**src/rtl/audio_dac_feeder.sv**
```systemverilog
// Avalon-MM master feeding stereo pairs into the audio codec core (fifospace-polled credit).
// Optional underrun counter port is compiled in when AUDIO_FEEDER_UNDERRUN_EN is defined.
module audio_dac_feeder #(
  parameter int SAMPLE_W     = 16,
  parameter int AUDIO_W      = 24,
  parameter int READ_LATENCY = 1,
  parameter int POLL_GAP     = 64,
  parameter int FIFO_DEPTH   = 128
) (
  input  logic                sys_clk_clk,
  input  logic                sys_reset_reset_n,
  input  logic                in_valid,
  output logic                in_ready,
  input  logic [SAMPLE_W-1:0] in_left,
  input  logic [SAMPLE_W-1:0] in_right,
  input  logic                enable,
  output logic [1:0]          audio_master_address,
  output logic                audio_master_chipselect,
  output logic                audio_master_read,
  output logic                audio_master_write,
  output logic [31:0]         audio_master_writedata,
  input  logic [31:0]         audio_master_readdata,
`ifdef AUDIO_FEEDER_UNDERRUN_EN
  output logic [15:0]         underrun_count,
`endif
  output logic                init_done
);

  localparam int CNT_W = $clog2(POLL_GAP + READ_LATENCY + 1) + 1;
  localparam logic [CNT_W-1:0] RD_LAST  = CNT_W'(READ_LATENCY);
  localparam logic [CNT_W-1:0] GAP_LAST = CNT_W'(POLL_GAP - 2);

  localparam logic [1:0]  ADDR_CTRL      = 2'd0;
  localparam logic [1:0]  ADDR_FIFOSPACE = 2'd1;
  localparam logic [1:0]  ADDR_LEFT      = 2'd2;
  localparam logic [1:0]  ADDR_RIGHT     = 2'd3;
  localparam logic [31:0] CTRL_CW        = 32'h0000_0008;

  typedef enum logic [3:0] {
    S_INIT_SET,
    S_INIT_CLR,
    S_POLL,
    S_WAIT_RD,
    S_CHECK,
    S_GAP,
    S_READY,
    S_WR_L,
    S_WR_R
  } state_t;

  state_t r_state;
  state_t w_state_next;

  logic [CNT_W-1:0]    r_cnt;
  logic [7:0]          r_wslc;
  logic [7:0]          r_wsrc;
  logic [7:0]          r_credit;
  logic [7:0]          w_credit_chk;
  logic                r_in_ready;
  logic                w_full;
  logic [SAMPLE_W-1:0] r_left;
  logic [SAMPLE_W-1:0] r_right;

  logic                r_cs;
  logic                r_rd;
  logic                r_wr;
  logic [1:0]          r_addr;
  logic [31:0]         r_wdata;
  logic                r_init_done;

  logic                w_cs_d;
  logic                w_rd_d;
  logic                w_wr_d;
  logic [1:0]          w_addr_d;
  logic [31:0]         w_wdata_d;

  logic                w_unused_rd;

  // Left-justify into the codec word, then sign-extend to the 32-bit bus.
  function automatic logic [31:0] f_ext(input logic [SAMPLE_W-1:0] s);
    return {{(32-AUDIO_W){s[SAMPLE_W-1]}}, s, {(AUDIO_W-SAMPLE_W){1'b0}}};
  endfunction

  assign w_full       = ~r_in_ready;
  assign w_credit_chk = (r_wslc < r_wsrc) ? r_wslc : r_wsrc;
  assign w_unused_rd  = &{1'b0, audio_master_readdata[15:0]};

  always_ff @(posedge sys_clk_clk or negedge sys_reset_reset_n) begin
    if (!sys_reset_reset_n) begin
      r_state <= S_INIT_SET;
    end else begin
      r_state <= w_state_next;
    end
  end

  always_comb begin
    w_state_next = r_state;
    case (r_state)
      S_INIT_SET: w_state_next = S_INIT_CLR;
      S_INIT_CLR: w_state_next = S_POLL;
      S_POLL: begin
        if (enable) begin
          w_state_next = S_WAIT_RD;
        end
      end
      S_WAIT_RD: begin
        if (r_cnt == RD_LAST) begin
          w_state_next = S_CHECK;
        end
      end
      S_CHECK: w_state_next = (w_credit_chk == 8'd0) ? S_GAP : S_READY;
      S_GAP: begin
        // POLL itself is the last idle cycle of the gap.
        if (enable && (r_cnt == GAP_LAST)) begin
          w_state_next = S_POLL;
        end
      end
      S_READY: begin
        if (w_full && enable) begin
          w_state_next = S_WR_L;
        end
      end
      S_WR_L: w_state_next = S_WR_R;
      S_WR_R: w_state_next = (r_credit <= 8'd1) ? S_POLL : S_READY;
      default: w_state_next = S_INIT_SET;
    endcase
  end

  always_comb begin
    w_rd_d    = 1'b0;
    w_wr_d    = 1'b0;
    w_addr_d  = ADDR_CTRL;
    w_wdata_d = 32'h0;
    case (r_state)
      S_INIT_SET: begin
        w_wr_d    = 1'b1;
        w_addr_d  = ADDR_CTRL;
        w_wdata_d = CTRL_CW;
      end
      S_INIT_CLR: begin
        w_wr_d   = 1'b1;
        w_addr_d = ADDR_CTRL;
      end
      S_POLL: begin
        if (enable) begin
          w_rd_d   = 1'b1;
          w_addr_d = ADDR_FIFOSPACE;
        end
      end
      S_WR_L: begin
        w_wr_d    = 1'b1;
        w_addr_d  = ADDR_LEFT;
        w_wdata_d = f_ext(r_left);
      end
      S_WR_R: begin
        w_wr_d    = 1'b1;
        w_addr_d  = ADDR_RIGHT;
        w_wdata_d = f_ext(r_right);
      end
      default: ;
    endcase
    w_cs_d = w_rd_d | w_wr_d;
  end

  always_ff @(posedge sys_clk_clk or negedge sys_reset_reset_n) begin
    if (!sys_reset_reset_n) begin
      r_cs        <= 1'b0;
      r_rd        <= 1'b0;
      r_wr        <= 1'b0;
      r_addr      <= 2'd0;
      r_wdata     <= 32'h0;
      r_init_done <= 1'b0;
    end else begin
      r_cs    <= w_cs_d;
      r_rd    <= w_rd_d;
      r_wr    <= w_wr_d;
      r_addr  <= w_addr_d;
      r_wdata <= w_wdata_d;
      if (r_state == S_INIT_CLR) begin
        r_init_done <= 1'b1;
      end
    end
  end

  always_ff @(posedge sys_clk_clk or negedge sys_reset_reset_n) begin
    if (!sys_reset_reset_n) begin
      r_cnt <= '0;
    end else if (w_state_next != r_state) begin
      r_cnt <= '0;
    end else if ((r_state == S_WAIT_RD) || ((r_state == S_GAP) && enable)) begin
      r_cnt <= r_cnt + 1'b1;
    end
  end

  always_ff @(posedge sys_clk_clk or negedge sys_reset_reset_n) begin
    if (!sys_reset_reset_n) begin
      r_wslc   <= 8'd0;
      r_wsrc   <= 8'd0;
      r_credit <= 8'd0;
    end else begin
      if ((r_state == S_WAIT_RD) && (r_cnt == RD_LAST)) begin
        r_wslc <= audio_master_readdata[31:24];
        r_wsrc <= audio_master_readdata[23:16];
      end
      if (r_state == S_CHECK) begin
        r_credit <= w_credit_chk;
      end else if ((r_state == S_WR_R) && (r_credit != 8'd0)) begin
        r_credit <= r_credit - 8'd1;
      end
    end
  end

  // Holding register: emptied by the right-channel write, refilled by the stream.
  always_ff @(posedge sys_clk_clk or negedge sys_reset_reset_n) begin
    if (!sys_reset_reset_n) begin
      r_in_ready <= 1'b1;
      r_left     <= '0;
      r_right    <= '0;
    end else if (r_state == S_WR_R) begin
      r_in_ready <= 1'b1;
    end else if (in_valid && r_in_ready) begin
      r_in_ready <= 1'b0;
      r_left     <= in_left;
      r_right    <= in_right;
    end
  end

`ifdef AUDIO_FEEDER_UNDERRUN_EN
  localparam logic [7:0] DEPTH_B = 8'(FIFO_DEPTH);

  logic        r_pair_seen;
  logic [15:0] r_underrun;

  // A completely empty DAC FIFO after data has flowed means the codec ran dry.
  always_ff @(posedge sys_clk_clk or negedge sys_reset_reset_n) begin
    if (!sys_reset_reset_n) begin
      r_pair_seen <= 1'b0;
      r_underrun  <= 16'h0;
    end else begin
      if (r_state == S_WR_R) begin
        r_pair_seen <= 1'b1;
      end
      if ((r_state == S_CHECK) && r_pair_seen &&
          ((r_wslc == DEPTH_B) || (r_wsrc == DEPTH_B)) &&
          (r_underrun != 16'hFFFF)) begin
        r_underrun <= r_underrun + 16'd1;
      end
    end
  end

  assign underrun_count = r_underrun;
`endif

  assign in_ready                = r_in_ready;
  assign audio_master_address    = r_addr;
  assign audio_master_chipselect = r_cs;
  assign audio_master_read       = r_rd;
  assign audio_master_write      = r_wr;
  assign audio_master_writedata  = r_wdata;
  assign init_done               = r_init_done;

endmodule
```
**config.mk**
```make
export PLATFORM = sky130hd
export DESIGN_NAME = audio_dac_feeder
export DESIGN_NICKNAME = d
export VERILOG_FILES = /design/src/rtl/audio_dac_feeder.sv
export SDC_FILE = /design/constraint.sdc
export NUM_CORES = 1
export LEC_CHECK = 0
export CAP_MARGIN = 20
export CORE_MARGIN = 3
export CORE_UTILIZATION = 50
export DETAILED_ROUTE_END_ITERATION = 16
export HOLD_SLACK_MARGIN = 0.03
export PLACE_DENSITY = 0.81
export SYNTH_ARGS = -nofsm -noshare
export SYNTH_HDL_FRONTEND = slang
export SYNTH_SLANG_ARGS = --single-unit
```
**constraint.sdc**
```tcl
create_clock -name sys_clk_clk -period 2.4 [get_ports sys_clk_clk]
set_input_delay 0.24 -clock sys_clk_clk [delete_from_list [all_inputs] [get_ports sys_clk_clk]]
set_output_delay 0.24 -clock sys_clk_clk [all_outputs]
set_load 0.02 [all_outputs]
```
==> impl_metrics.json <==
{
  "via_count": 2852,
  "clock_sinks": 92,
  "path_clk_slew_ps": 90,
  "finalSetupViolations": 0,
  "antenna_found_initial": 0,
  "outcome": "finished clean",
  "required_ps": 2630,
  "power.internal_mw": 3.89,
  "path_cells": "nor4b_2 > o2111ai_1 > nor4_1 > xnor2_1 > mux2i_1",
  "avgSynthCellArea_um2": 12.9,
  "critical_path_arrival_ps": 2400,
  "yosys_warnings": 0,
  "drive_above_1_share_pct": 19.5,
  "synth_cells": 340,
  "regArea_um2": 2300,
  "cts_made_buffers": 9,
  "synth_cell_types": 52,
  "synth_edf_count": 0,
  "rsz0062_at_grt": "false",
  "worstMarginPinSlew_ps": 849,
  "max_freq_mhz": 462,
  "p_leak_nw": 2.40,
  "cts-resized-gates": 0,
  "p_seq_share_pct": 44.5,
  "grt_pass1_vias": 2993,
  "p_comb_share_pct": 37.9,
  "routed_wirelength_mm": 8.51,
  "wl_per_cell_um": 15.9,
  "die-height_um": 99.6,
  "antenna_left": 0,
  "worstSetupStartpointType": "flop",
  "die_area_um2": 9910,
  "grt_pass1_wl_mm": 14.4,
  "first_pass_iters": 4,
  "netSwitchingPower_mw": 2.02,
  "yosysMostFrequentCell": "dfrtp_1",
  "slew-limit-headroom_pct": 43.4,
  "cpMaxStageDelayCell": "nor4b_2",
  "portBuffers": 83,
  "fin_tns_setup_ps": 0,
  "power_switching_share_pct": 34.2,
  "clkLatencyLatePin_ps": 350,
  "multi_input_area_um2": 1850,
  "path_class": "reg -> reg",
  "crit_family": "simple AND/OR/NAND/NOR gates",
  "drv_slew": 0,
  "vdd_drop_max_v": 0.000482,
  "n_antenna_cell": 0,
  "finClkSkew_ps": 8.52,
  "dp_cells": 518,
  "grt_overflow_total": 0,
  "synthTopCellsByCount": "91 x dfrtp_1, 30 x mux2_4, 20 x nor2_1, 18 x mux2_2",
  "finalHoldViolCount": 0,
  "yosysTopAreaCellShare_pct": 52.0,
  "ys.flop_type": "dfrtp_1",
  "avgViaCountPerCell": 5.33,
  "max_stage_delay_ps": 620,
  "fp-row-count": 33,
  "syn_area_um2": 4380,
  "gp_congestion": 0.827,
  "critPathBufInv": 0,
  "yosysSeqAreaShare_pct": 52.6,
  "dpl.hpwl_mm": 6.12,
  "clk_path_buf_depth": 2,
  "num-fill-cells": 614,
  "maxCapViolCount": 0,
  "io_pins": 107,
  "nNetsFinal": 505,
  "die_w_um": 99.6,
  "pwr-share-clk_pct": 17.6,
  "yosys-top-cells-area": "dfrtp_1 52%, mux2_4 10%, mux2_2 4.6%, ha_1 3.4%, a22o_1 3.2%",
  "crit_path_max_fanout": 17,
  "cts_root_buffer": "clkbuf_8",
  "async_flop_share_pct": 100,
  "end_kind": "flop",
  "h-tree-depth": 3,
  "start_util_pct": 52.5,
  "yosysTopAreaCell": "dfrtp_1",
  "layout_min_cycle_time_ps": 2160,
  "p_per_area_nw_per_um2": 1080,
  "r2r_setup_slack_ps": 240,
  "timing.final.crit_share_pct": 90.1,
  "synth_seq_cells": 92,
  "initialDrtViolationCount": 165,
  "design.core.area_um2": 8340,
  "gr-usage-all-layers_pct": 18.4,
  "final_cells": 535,
  "cts_tree": "done",
  "drc": 0,
  "area_growth_pct": 24.8,
  "grt_max_degree": 71,
  "hold_path_class": "in -> reg"
}
## logic make-up after synthesis
| group | after synthesis | share of synthesized area [%] |
|---|---|---|
| AO/OA/AOI/OAI | 48 | 8.37 |
| XOR/XNOR | 14 | 2.80 |
| adder cells (fa/ha/maj) | 12 | 3.43 |
| buffers and inverters | 44 | 5.89 |
| flip-flops | 92 | 52.6 |
| multiplexers | 62 | 18.1 |
| other | 1 | 0.0857 |
| AND/OR/NAND/NOR | 67 | 8.69 |
## worst reg2reg max path, delay by kind of cell, from the launching register on
| kind | cells | cell delay [ps] |
|---|---|---|
| xor+xnor | 1 | 180 |
| simple gates | 2 | 940 |
| flops | 1 | 570 |
| mux | 1 | 90 |
| compound gates | 1 | 270 |
## power groups by stage
stage	registers (mW)	logic (mW)	clock network (mW)
global placement	2.62	2.14	0
CTS	2.63	2.26	1.07
global route	2.72	2.46	1.13
detailed placement	2.65	2.25	0
floorplan	2.57	1.60	0
finish	2.63	2.24	1.04
## stage by stage
stage / hold slack (ps) / utilization, % / total power [mW] / area (um2) / worst slack [ps]
after floorplan: -55.6 / - / 4.16 / 4400 / 534
after global placement: 397 / 63.0 / 4.75 / 5260 / 281
after detailed placement: 413 / 63.0 / 4.90 / 5260 / 271
after CTS: 418 / 65.5 / 5.96 / 5470 / 224
after global routing: 451 / 65.5 / 6.32 / 5470 / 73.2
final: 433 / 65.5 / 5.91 / 5470 / 237
## layout make-up
class                   instances  share of cell area, %
flip-flops and latches         92                   42.1
clock buffers                   9                   2.27
repair buffers                 95                   16.8
multi-input cells             210                   33.8
inverters                      17                   1.17
well taps                     105                   2.40
clock inverters                 7                   1.40
## path summary, 6_finish.rpt
check	cells after the start	endpoint	from
max in group asynchronous	3	r_right[6]	sys_reset_reset_n
min in group asynchronous	2	r_wsrc[4]	sys_reset_reset_n
worst max-delay path	5	r_credit[7]	r_state[1]
worst min register to register	1	init_done	init_done
worst max register to register	5	r_credit[7]	r_state[1]
worst min-delay path	2	in_ready	in_valid
## flip-flops by register name, summed over array words and instances, names as in the netlist
register                 flops
r_wslc                       8
audio_master_writedata      17
r_right                     16
r_state                      4
r_credit                     8
in_ready                     1
audio_master_read            1
audio_master_address         2
init_done                    1
audio_master_chipselect      1
r_cnt                        8
r_wsrc                       8
r_left                      16
audio_master_write           1
## cells in the final DEF, fill, tap and decap left out, types with 12 or more instances in the layout
master and instances:
ha_1 12, mux2_2 18, nor2_1 20, mux2_4 30, dfrtp_1 91, inv_1 16
a22o_1 16, buf_4 12, clkdlybuf4s50_1 82, mux2i_1 14
## layer usage
metal | global-route usage, % | wire length (um)
met3 | 5.26 | 452
met1 | 23.5 | 3700
met4 | 6.72 | 120
met2 | 30.0 | 4240
met5 | 0 | 0
## timing repair
| action | 4_1_cts | 5_1_grt |
|---|---|---|
| buffers inserted | 0 | 0 |
| hold buffers | 1 | 0 |
| hold endpoints to repair | 62 | 0 |
No activity file was read; power rests on OpenSTA's default activity.
